File: src/rtl/pp_sdio_pkg.sv
// Shared definitions for the SDIO host data-path counters: state encoding,
// CRC/end-bit gap lengths and the gap-timer preset helper.
package pp_sdio_pkg;

  localparam logic [1:0] ST_IDLE = 2'd0;
  localparam logic [1:0] ST_DATA = 2'd1;
  localparam logic [1:0] ST_GAP  = 2'd2;

  typedef enum logic [1:0] {
    S_IDLE = ST_IDLE,
    S_DATA = ST_DATA,
    S_GAP  = ST_GAP
  } state_t;

  // 16 CRC bits plus the end bit; in 4-bit mode each DAT line carries its
  // own CRC16 in parallel, so the gap length is the same.
  localparam int GAP_DEFAULT = 17;
  localparam int GAP_CRC1    = 17;
  localparam int GAP_CRC4    = 17;

  function automatic logic [7:0] gap_preset(input int gap);
    return 8'(gap - 1);
  endfunction

endpackage

File: src/rtl/pp_blkcnt_rx_if.sv
// Control/status bundle between the SDIO host FSM and the receive block counter.
interface pp_blkcnt_rx_if #(
  parameter int WIDTH = 8,
  parameter int BLKW  = 8
);
  logic             START;
  logic             ABORT;
  logic [WIDTH-1:0] BLKSIZE;
  logic [BLKW-1:0]  BLKCNT;
  logic             BYTE_EN;
  logic [WIDTH-1:0] BYTE_Q;
  logic [BLKW-1:0]  BLK_Q;
  logic             BUSY;
  logic             BLK_END;
  logic             DONE;

  modport master (
    output START, ABORT, BLKSIZE, BLKCNT, BYTE_EN,
    input  BYTE_Q, BLK_Q, BUSY, BLK_END, DONE
  );

  modport slave (
    input  START, ABORT, BLKSIZE, BLKCNT, BYTE_EN,
    output BYTE_Q, BLK_Q, BUSY, BLK_END, DONE
  );
endinterface

File: src/rtl/pp_dcntx8.sv
// 8-bit loadable down-counter; LOAD wins over EN and the count parks at zero.
module pp_dcntx8 (
  input  logic       CLK,
  input  logic       CLR,
  input  logic       LOAD,
  input  logic       EN,
  input  logic [7:0] D,
  output logic [7:0] Q
);

  always_ff @(posedge CLK or posedge CLR) begin
    if (CLR) begin
      Q <= 8'd0;
    end else if (LOAD) begin
      Q <= D;
    end else if (EN && (Q != 8'd0)) begin
      Q <= Q - 8'd1;
    end
  end

endmodule

File: src/rtl/pp_blkcnt_rx.sv
// Receive-side byte/block progress tracker: counts bytes up to the block size,
// blocks up to the block count, and holds off for the CRC/end-bit gap after each block.
module pp_blkcnt_rx
  import pp_sdio_pkg::*;
#(
  parameter int WIDTH = 8,
  parameter int BLKW  = 8,
  parameter int GAP   = GAP_DEFAULT
) (
  input  logic               CLK,
  input  logic               CLR,
  pp_blkcnt_rx_if.slave      bus
);

  localparam logic [7:0] GAP_LOAD = gap_preset(GAP);

  state_t           state, state_nxt;
  logic [WIDTH-1:0] size_r, byte_q, byte_nxt;
  logic [BLKW-1:0]  cnt_r, blk_q, blk_nxt;
  logic             busy_q, blk_end_q, done_q;
  logic             blk_end_nxt, done_nxt, latch;
  logic             gap_load, gap_en, gap_zero, last_byte;
  logic [7:0]       gap_q;

  pp_dcntx8 u_gap (
    .CLK  (CLK),
    .CLR  (CLR),
    .LOAD (gap_load),
    .EN   (gap_en),
    .D    (GAP_LOAD),
    .Q    (gap_q)
  );

  assign gap_zero  = (gap_q == 8'd0);
  assign gap_en    = (state == S_GAP);
  // A latched size of 0 makes size-1 all ones, giving a full 2^WIDTH block.
  assign last_byte = (byte_q == size_r - 1'b1);

  always_ff @(posedge CLK or posedge CLR) begin
    if (CLR) begin
      state <= S_IDLE;
    end else begin
      state <= state_nxt;
    end
  end

  always_comb begin
    state_nxt   = state;
    byte_nxt    = byte_q;
    blk_nxt     = blk_q;
    blk_end_nxt = 1'b0;
    done_nxt    = 1'b0;
    latch       = 1'b0;
    gap_load    = 1'b0;
    if (bus.ABORT) begin
      state_nxt = S_IDLE;
    end else begin
      case (state)
        S_IDLE: begin
          if (bus.START) begin
            byte_nxt = '0;
            blk_nxt  = '0;
            if (bus.BLKCNT != '0) begin
              latch     = 1'b1;
              state_nxt = S_DATA;
            end else begin
              done_nxt = 1'b1;
            end
          end
        end
        S_DATA: begin
          if (bus.BYTE_EN) begin
            if (last_byte) begin
              byte_nxt    = '0;
              blk_nxt     = blk_q + 1'b1;
              blk_end_nxt = 1'b1;
              gap_load    = 1'b1;
              state_nxt   = S_GAP;
            end else begin
              byte_nxt = byte_q + 1'b1;
            end
          end
        end
        S_GAP: begin
          if (gap_zero) begin
            if (blk_q == cnt_r) begin
              done_nxt  = 1'b1;
              state_nxt = S_IDLE;
            end else begin
              state_nxt = S_DATA;
            end
          end
        end
        default: state_nxt = S_IDLE;
      endcase
    end
  end

  always_ff @(posedge CLK or posedge CLR) begin
    if (CLR) begin
      size_r    <= '0;
      cnt_r     <= '0;
      byte_q    <= '0;
      blk_q     <= '0;
      busy_q    <= 1'b0;
      blk_end_q <= 1'b0;
      done_q    <= 1'b0;
    end else begin
      if (latch) begin
        size_r <= bus.BLKSIZE;
        cnt_r  <= bus.BLKCNT;
      end
      byte_q    <= byte_nxt;
      blk_q     <= blk_nxt;
      busy_q    <= (state_nxt != S_IDLE);
      blk_end_q <= blk_end_nxt;
      done_q    <= done_nxt;
    end
  end

  assign bus.BYTE_Q  = byte_q;
  assign bus.BLK_Q   = blk_q;
  assign bus.BUSY    = busy_q;
  assign bus.BLK_END = blk_end_q;
  assign bus.DONE    = done_q;

endmodule
File: src/flat_wrapper.sv
// flat-port wrapper written by rule: the top's interface ports become plain ports
module pp_blkcnt_rx_flat import pp_sdio_pkg::*;
#(
  parameter int WIDTH = 8,
  parameter int BLKW  = 8,
  parameter int GAP   = GAP_DEFAULT
)
  (CLK, CLR, bus_START, bus_ABORT, bus_BLKSIZE, bus_BLKCNT, bus_BYTE_EN, bus_BYTE_Q, bus_BLK_Q, bus_BUSY, bus_BLK_END, bus_DONE);
  pp_blkcnt_rx_if #(.WIDTH(WIDTH), .BLKW(BLKW)) bus_i ();
  input  logic CLK;
  input  logic CLR;
  input wire logic [$bits(bus_i.START)-1:0] bus_START;
  input wire logic [$bits(bus_i.ABORT)-1:0] bus_ABORT;
  input wire logic [$bits(bus_i.BLKSIZE)-1:0] bus_BLKSIZE;
  input wire logic [$bits(bus_i.BLKCNT)-1:0] bus_BLKCNT;
  input wire logic [$bits(bus_i.BYTE_EN)-1:0] bus_BYTE_EN;
  output wire logic [$bits(bus_i.BYTE_Q)-1:0] bus_BYTE_Q;
  output wire logic [$bits(bus_i.BLK_Q)-1:0] bus_BLK_Q;
  output wire logic [$bits(bus_i.BUSY)-1:0] bus_BUSY;
  output wire logic [$bits(bus_i.BLK_END)-1:0] bus_BLK_END;
  output wire logic [$bits(bus_i.DONE)-1:0] bus_DONE;
  assign bus_i.START = bus_START;
  assign bus_i.ABORT = bus_ABORT;
  assign bus_i.BLKSIZE = bus_BLKSIZE;
  assign bus_i.BLKCNT = bus_BLKCNT;
  assign bus_i.BYTE_EN = bus_BYTE_EN;
  assign bus_BYTE_Q = bus_i.BYTE_Q;
  assign bus_BLK_Q = bus_i.BLK_Q;
  assign bus_BUSY = bus_i.BUSY;
  assign bus_BLK_END = bus_i.BLK_END;
  assign bus_DONE = bus_i.DONE;
  pp_blkcnt_rx #(.WIDTH(WIDTH), .BLKW(BLKW), .GAP(GAP)) u_core (.CLK(CLK), .CLR(CLR), .bus(bus_i));
endmodule
File: config.mk
export PLATFORM = sky130hd
export DESIGN_NAME = pp_blkcnt_rx_flat
export DESIGN_NICKNAME = d
export VERILOG_FILES = /design/src/rtl/pp_sdio_pkg.sv /design/src/rtl/pp_blkcnt_rx_if.sv /design/src/rtl/pp_dcntx8.sv /design/src/rtl/pp_blkcnt_rx.sv /design/src/flat_wrapper.sv
export SDC_FILE = /design/constraint.sdc
export NUM_CORES = 1
export LEC_CHECK = 0
export ABC_AREA = 1
export CORE_MARGIN = 2
export CORE_UTILIZATION = 35
export DETAILED_ROUTE_END_ITERATION = 16
export PLACE_DENSITY = 0.58
export SYNTH_ARGS = -nofsm -noshare
export SYNTH_HDL_FRONTEND = slang
export SYNTH_SLANG_ARGS = --single-unit
File: constraint.sdc
create_clock -name CLK -period 4.5 [get_ports CLK]
set_clock_uncertainty 0.15 [all_clocks]
set_input_delay 0.9 -clock CLK [delete_from_list [all_inputs] [get_ports CLK]]
set_output_delay 0.9 -clock CLK [all_outputs]
set_load 0.01 [all_outputs]
### Word-level counts from Yosys, hierarchy flattened

Cells that the tools add are included.

* input bits: 21
* bits in registers: 45
* word-level logic and storage cells: 62
* output and inout bits: 19

* add/subtract/negate cells: 4
* eq/ne operators: 7
* reduce and logical (&&, ||, !) cells: 10
* mux-type cells: 31
* bitwise operators: 1

Operators by type and width (number)
* $mux W8: 7
* $pmux W8 S2: 2
* $add A8 B1 Y8 const B: 2
* $eq A8 B8 Y1: 2
* $reduce_bool A8 Y1: 2
* $sub A8 B1 Y8 const B: 2
* $mux W1: 14
* $mux W2: 6
* $logic_not A8 Y1: 1
* $pmux W2 S3: 1
* $reduce_bool A2 Y1: 3
* $reduce_and A5 Y1: 1
* $ne A2 B2 Y1 const B: 2
* $reduce_and A4 Y1: 1
* $eq A2 B1 Y1 const B: 1
* $eq A2 B2 Y1 const B: 1
* $logic_not A2 Y1: 1
* $ne A2 B1 Y1 const B: 1
* $pmux W1 S2: 1
* $logic_and A1 B1 Y1: 1
* $not A1 Y1: 1

### Logic depth before layout (Yosys ltp)

Gate-level depths: netlist of run 1.

* depth after elaboration: 7
* depth in mapped cells: 15
* mapped depth without buffers: 15

### Cells and area by module

Synthesis of run 1 repeated with hierarchy kept, for this count alone.

* cell total of the unflattened synthesis: 370
* area, all modules: 2884.0 um2

By module, submodules not included
* pp_blkcnt_rx: sequential area each 925.9 um2, instances 1, cells each 283, area an instance 2263.4 um2
* pp_dcntx8: sequential area each 200.2 um2, instances 1, cells each 87, area an instance 620.6 um2

### Worst setup path before layout of run 1

OpenSTA, ideal clock, no wires.

* path type: input to register
* from: input port bus_START
* to: register u_core.cnt_r[1]
* arrival time: 1.837 ns
* library setup time: 0.125 ns
* data required time: 4.225 ns
* setup slack: 2.388 ns
* stages: 6
* buffers on the path: 1
* cells stage by stage: nand2_1 nor2_1 o21ai_1 nor2_4 buf_4 mux2_2

* longest elaborated chain between the ends: 3

RTL lines
* from (decl): RTL line flat_wrapper.sv:12 `input wire logic [$bits(bus_i.START)-1:0] bus_START;`
* $mux W1: RTL line pp_blkcnt_rx.sv:60 `if (bus.START) begin`
* $mux W1: RTL line pp_blkcnt_rx.sv:58 `case (state)`
* $mux W1: RTL line pp_blkcnt_rx.sv:55 `if (bus.ABORT) begin`
* to (signal assigned): RTL line pp_blkcnt_rx.sv:111 `cnt_r <= bus.BLKCNT;`
* to (decl): RTL line pp_blkcnt_rx.sv:19 `logic [BLKW-1:0] cnt_r, blk_q, blk_nxt;`

No other way between the ends.
A chain may end at the register's enable or synchronous reset.

### Worst setup path after layout of run 1

* from: input port bus_START
* to: register u_core.size_r[7]

* longest elaborated chain between the ends: 3

RTL lines
* $mux W1: RTL line pp_blkcnt_rx.sv:60
* $mux W1: RTL line pp_blkcnt_rx.sv:58
* $mux W1: RTL line pp_blkcnt_rx.sv:55
* to (signal assigned): RTL line pp_blkcnt_rx.sv:110 `size_r <= bus.BLKSIZE;`
* to (decl): RTL line pp_blkcnt_rx.sv:18 `logic [WIDTH-1:0] size_r, byte_q, byte_nxt;`

No other way between the ends.

==> results.cfg, run 1 <==
[drt]
wl_per_cell_um = 12.2
route.detailed.drc = 0
vias = 2150
vias_per_cell = 4.53
detail_route.first_pass.iterations = 4
drt-initial-drc-count = 110
antenna_left = 0
drt_wl_total_mm = 5.82

[placed_design]
port_buffers = 39
hpwlAfterDp_mm = 4.25
gp_congestion = 0.835
dpl.cell_count = 467

[worst_setup_path]
cpPeakStageDelay_ns = 0.46
cp_cell_sequence = clkdlybuf4s50_1 -> nand2_1 -> nor2_1 -> o21ai_1 -> nor2_4 -> mux2_2
crit_slowest_cell = clkdlybuf4s50_1
startpoint_type = input port
setup.worst_path.class = input port to flip-flop
critPathRequiredTime_ns = 4.54
end_kind = flip-flop
worst-path-max-fanout = 24
cp_data_arrival_time_ns = 2.58

[yosys]
synthDistinctLibCells = 30
syn_inst = 335
avgSynthCellArea_um2 = 7.92
yosys_warnings = 0
yosys-top-cells-area = dfrtp_1, nand2_1, nor2_1
ys.flop_type = dfrtp_1
syn-cell-area_mm2 = 0.00265
async_reset_ff_share_pct = 100
synth_largest_area_cell = dfrtp_1
synth-seq-area-share_pct = 42.4
yosysTopAreaCellShare_pct = 42.4
synth_edf_count = 0
synth_nets = 361
ys_ff_latch = 45

[layout]
syn_to_final_growth_pct = 22.5
n_antenna_cell = 0
final_util_pct = 44.6
stdcell_count = 475
multi_input_area_mm2 = 0.00135
area.sequential_mm2 = 0.00113
n_fill_cell = 757
drive_gt1_share_pct = 11.2
nets = 401

[cts]
numCtsBuffers = 5
cts_sinks = 45
ctsHoldBuffers = 0
htree_levels = 2
cts_resized = 0
clockBufferDepth = 2
clkLatencyLatePin_ns = 0.30
cts_setup_buffers = 0
cts_tree = done
clk_pin_slew_worst_paths_ns = 0.09
clock-root-buffer = clkbuf_8

[power_and_ir_drop]
peakVddDrop_uv = 142
p_leak_nw = 1.52
power_density_mw_per_mm2 = 336
p_total_mw = 1.09

[floorplan]
core_area_mm2 = 0.00729
fp.dieH_um = 91.1
num_rows = 31
die_w_um = 91.1
design.die.area_mm2 = 0.00829
initial_core_util_pct = 36.4
io_pins = 40

[hold_path]
hold_class = flip-flop to flip-flop

[timing]
hold_violations = 0
setup_tns_ns = 0
fmax_ghz = 0.394
slew_headroom_pct = 37.2
finalCritPeriodShare_pct = 56.4
worstMarginPinSlew_ns = 0.940
setup_viol = 0
period_minus_slack_ns = 2.54
grt_setup_unrepaired = no
final_max_slew_viol_count = 0

[grt]
grt_overflow = 0
grt_pass1_wl_mm = 9.75
antenna_found_initial = 0
grt_max_degree = 46
track_usage_pct = 14.6
grt_pass1_vias = 2060

[run_status]
outcome = finished, final reports clean

[run]
max-cap-violations = 0
-- layout make-up --
class                           instances  share of cell area [%]
Multi-Input combinational cell        245                    41.4
Tap cell                               99                    3.81
Inverter                               39                    4.73
Timing Repair Buffer                   39                    12.0
Sequential cell                        45                    34.6
Clock buffer                            6                    2.23
Clock inverter                          2                    1.19
-- kinds of logic (layout without fill, tap and decap cells) --
family / Yosys count / after routing / share of synthesized area (%)
AO/OA/AOI/OAI: 16 / 16 / 3.25
XOR/XNOR: 28 / 28 / 9.24
adder cells (fa/ha/maj): 5 / 5 / 2.36
buffers and inverters: 45 / 86 / 6.88
flip-flops: 45 / 45 / 42.4
multiplexers: 8 / 8 / 3.39
AND/OR/NAND/NOR: 188 / 188 / 32.4
-- registers in the layout, indices dropped and copies added, names as in the netlist --
| name | count |
|---|---|
| u_core.bus.BLK_END | 1 |
| u_core.bus.BLK_Q | 8 |
| u_core.bus.BUSY | 1 |
| u_core.bus.BYTE_Q | 8 |
| u_core.bus.DONE | 1 |
| u_core.cnt_r | 8 |
| u_core.size_r | 8 |
| u_core.state | 2 |
| u_core.u_gap.Q | 8 |
-- through the flow --
stage / setup slack (ns) / area (µm²) / hold slack (ns)
2_1_floorplan: 2.39 / 2650 / 0.336
3_3_place_gp: 1.66 / 3140 / 0.365
3_5_place_dp: 1.64 / 3140 / 0.369
4_1_cts: 1.95 / 3250 / 0.391
5_1_grt: 1.84 / 3250 / 0.409
6_report: 1.96 / 3250 / 0.386
-- final timing paths --
kind                                        from                    to  slack [ns]  cells after the start
worst max-delay path                   bus_START      u_core.size_r[7]        1.96                      6
worst min-delay path             u_core.cnt_r[2]       u_core.cnt_r[2]        0.39                      1
max in group asynchronous                    CLR  u_core.bus.BYTE_Q[6]        2.64                      2
worst max register to register  u_core.size_r[0]  u_core.bus.BYTE_Q[7]        2.36                     14
worst min register to register   u_core.cnt_r[2]       u_core.cnt_r[2]        0.39                      1
min in group asynchronous                    CLR     u_core.u_gap.Q[1]        0.98                      2
-- report_power, final --
part           internal, mW  leakage, nW  switching (mW)  total [mW]
Clock                 0.167       0.0554           0.146       0.313
Sequential            0.454        0.566          0.0461       0.500
Combinational         0.119        0.894           0.160       0.279
Total                 0.740         1.52           0.352        1.09
-- Yosys cell counts, drive strengths merged (2+ instances only) --
cell,n
clkbuf,4
o21ai,12
inv,39
nand2,90
buf,2
nor2,57
dfrtp,45
nand4,7
xor2,17
nor3,5
nand3,28
ha,5
mux2,8
a21oi,3
xnor2,11
-- worst max-delay path, delay by kind of cell --
| kind | cells | cell delay (ns) |
|---|---|---|
| AO/OA/AOI/OAI | 1 | 0.14 |
| buffers and inverters | 1 | 0.46 |
| multiplexers | 1 | 0.39 |
| AND/OR/NAND/NOR | 3 | 0.67 |
-- per-layer routing --
metal | share of wire [%] | vias up | GRT usage, %
met5 | 0 | - | 0
met4 | 0.98 | 0 | 4.92
met3 | 4.8 | 5 | 3.57
met2 | 45 | 36 | 23.0
met1 | 49 | 980 | 19.6
li1 | - | 1129 | -
-- layout by cell type, fill, tap and decap left out, drive strengths merged, types with 7 or more instances in the layout --
| master | count |
|---|---|
| clkdlybuf4s50 | 39 |
| nor2 | 57 |
| mux2 | 8 |
| xnor2 | 11 |
| xor2 | 17 |
| dfrtp | 45 |
| nand2 | 90 |
| nand3 | 28 |
| nand4 | 7 |
| inv | 39 |
| o21ai | 12 |
Note: power is estimated with default switching activity, not from simulation.
==> run 2: changes to the inputs <==
PLACE_DENSITY = 0.6   (was 0.58)
clock period = 2.3 ns   (was 4.5 ns; I/O delays follow)
==> results.cfg, run 2 (synthesized netlist as in run 1, its figures left out) <==
[drt]
detail_route.first_pass.iterations = 4
route.met2.wl_mm = 2.65
drt_wl_total_mm = 5.76
wl_met1_mm = 2.79
vias = 2154
drt-initial-drc-count = 120
antenna_left = 0
highest-signal-layer = met4
wl_per_cell_um = 12.0
route.detailed.drc = 0
route.met3.wl_um = 252
vias_per_cell = 4.50

[worst_setup_path]
worst-path-max-fanout = 7
end_kind = flip-flop
startpoint_type = flip-flop
cpPeakStageDelay_ns = 0.39
setup.worst_path.class = flip-flop to flip-flop
crit_buf_inv = 2
critPathRequiredTime_ns = 2.33
crit_slowest_cell = dfrtp_1
cp_cell_sequence = inv_2 -> ha_1 -> nand2_1 -> inv_1 -> nor2_1 -> nand2_1 -> nor2_1 -> nand3_1 -> nor2_2 -> nand2_4 -> nand2_8 -> nand2_1 -> nand2_1 -> nand2_1
cp_data_arrival_time_ns = 2.14
critPathTopFamily = simple AND/OR/NAND/NOR gates
crit_top_cell = nand2_1

[grt]
antenna_found_initial = 0
track_usage_pct = 15.0
grt_pass1_wl_mm = 10.1
grt_pass1_vias = 2151
grt_max_degree = 46
grt_overflow = 0

[layout]
n_antenna_cell = 0
final_util_pct = 44.9
n_fill_cell = 757
drive_gt1_share_pct = 11.8
stdcell_area_mm2 = 0.00328
area.sequential_mm2 = 0.00113
nets = 406
final_cell_mix = nand2_1, nor2_1, dfrtp_1
multi_input_area_mm2 = 0.00135
syn_to_final_growth_pct = 23.4
layout_commonest_cell = nand2_1

[floorplan]
core_area_mm2 = 0.00729
fp.dieH_um = 91.1
initial_core_util_pct = 36.4
io_pins = 40
design.die.area_mm2 = 0.00829
die_w_um = 91.1
num_rows = 31

[cts]
numCtsBuffers = 5
clkLatencyLatePin_ns = 0.30
htree_levels = 2
ctsHoldBuffers = 0
clk_pin_slew_worst_paths_ns = 0.09
cts_resized = 0
clock-root-buffer = clkbuf_8
cts_setup_buffers = 0
clockBufferDepth = 2
cts_sinks = 45
cts_tree = done

[placed_design]
port_buffers = 39
hpwlAfterDp_mm = 4.39
gp_congestion = 0.815
dpl_worst_slack_ns = 0.115
place_area_mm2 = 0.00318

[timing]
grt_setup_unrepaired = no
worstMarginPinSlew_ns = 0.354
slew_headroom_pct = 76.3
fin_ws_ns = 0.195
setup_tns_ns = 0
setup_viol = 0
final_max_slew_viol_count = 0
period_minus_slack_ns = 2.11
fmax_ghz = 0.475
finalCritPeriodShare_pct = 91.5
hold_violations = 0
holdWs_ns = 0.343

[power_and_ir_drop]
power_density_mw_per_mm2 = 625
p_leak_nw = 1.53
peakVddDrop_uv = 246

[run_status]
outcome = finished, final reports clean

[run]
max-cap-violations = 0

[hold_path]
hold_class = input port to asynchronous set/reset pin
run 2: area by class of cell:
type,instances,area share (%)
flip-flops and latches,45,34.4
well taps,99,3.78
inverters,39,4.70
repair buffers,44,13.4
multi-input cells,245,41.1
clock buffers,7,2.64
run 2: worst min-delay path: stages:
cell and delay (ns):
clkdlybuf4s50_1 0.40, clkinv_1 0.07, buf_12 0.24
run 2: report_power, final:
part	internal [mW]	total, mW	leakage, nW	switching (mW)
clock	0.239	0.509	0.0443	0.270
combinational	0.246	0.561	0.920	0.315
sequential	0.887	0.976	0.566	0.0886
total	1.37	2.05	1.53	0.674
run 2: per-layer routing:
metal	track usage [%]	vias up
met2	24.4	42
met3	3.49	6
li1	-	1139
met1	19.9	967
met5	0	-
met4	4.29	0
run 2: path summary, 6_finish.rpt:
| check | start | end | slack, ns | cells past startpoint |
|---|---|---|---|---|
| worst min-delay path | CLR | u_core.u_gap.Q[2] | 0.34 | 3 |
| worst min register to register | u_core.cnt_r[4] | u_core.cnt_r[4] | 0.39 | 1 |
| min in group CLK | u_core.cnt_r[4] | u_core.cnt_r[4] | 0.39 | 1 |
| max in group asynchronous | CLR | u_core.cnt_r[1] | 1.43 | 3 |
| worst max-delay path | u_core.size_r[0] | u_core.bus.BUSY | 0.19 | 14 |
| worst max register to register | u_core.size_r[0] | u_core.bus.BUSY | 0.19 | 14 |
run 2: per-stage QoR:
step	cells	power (mW)
after CTS	478	2.07
final	479	2.05
after global placement	471	1.54
after floorplan	335	1.39
after global routing	479	2.21
after detailed placement	471	1.56
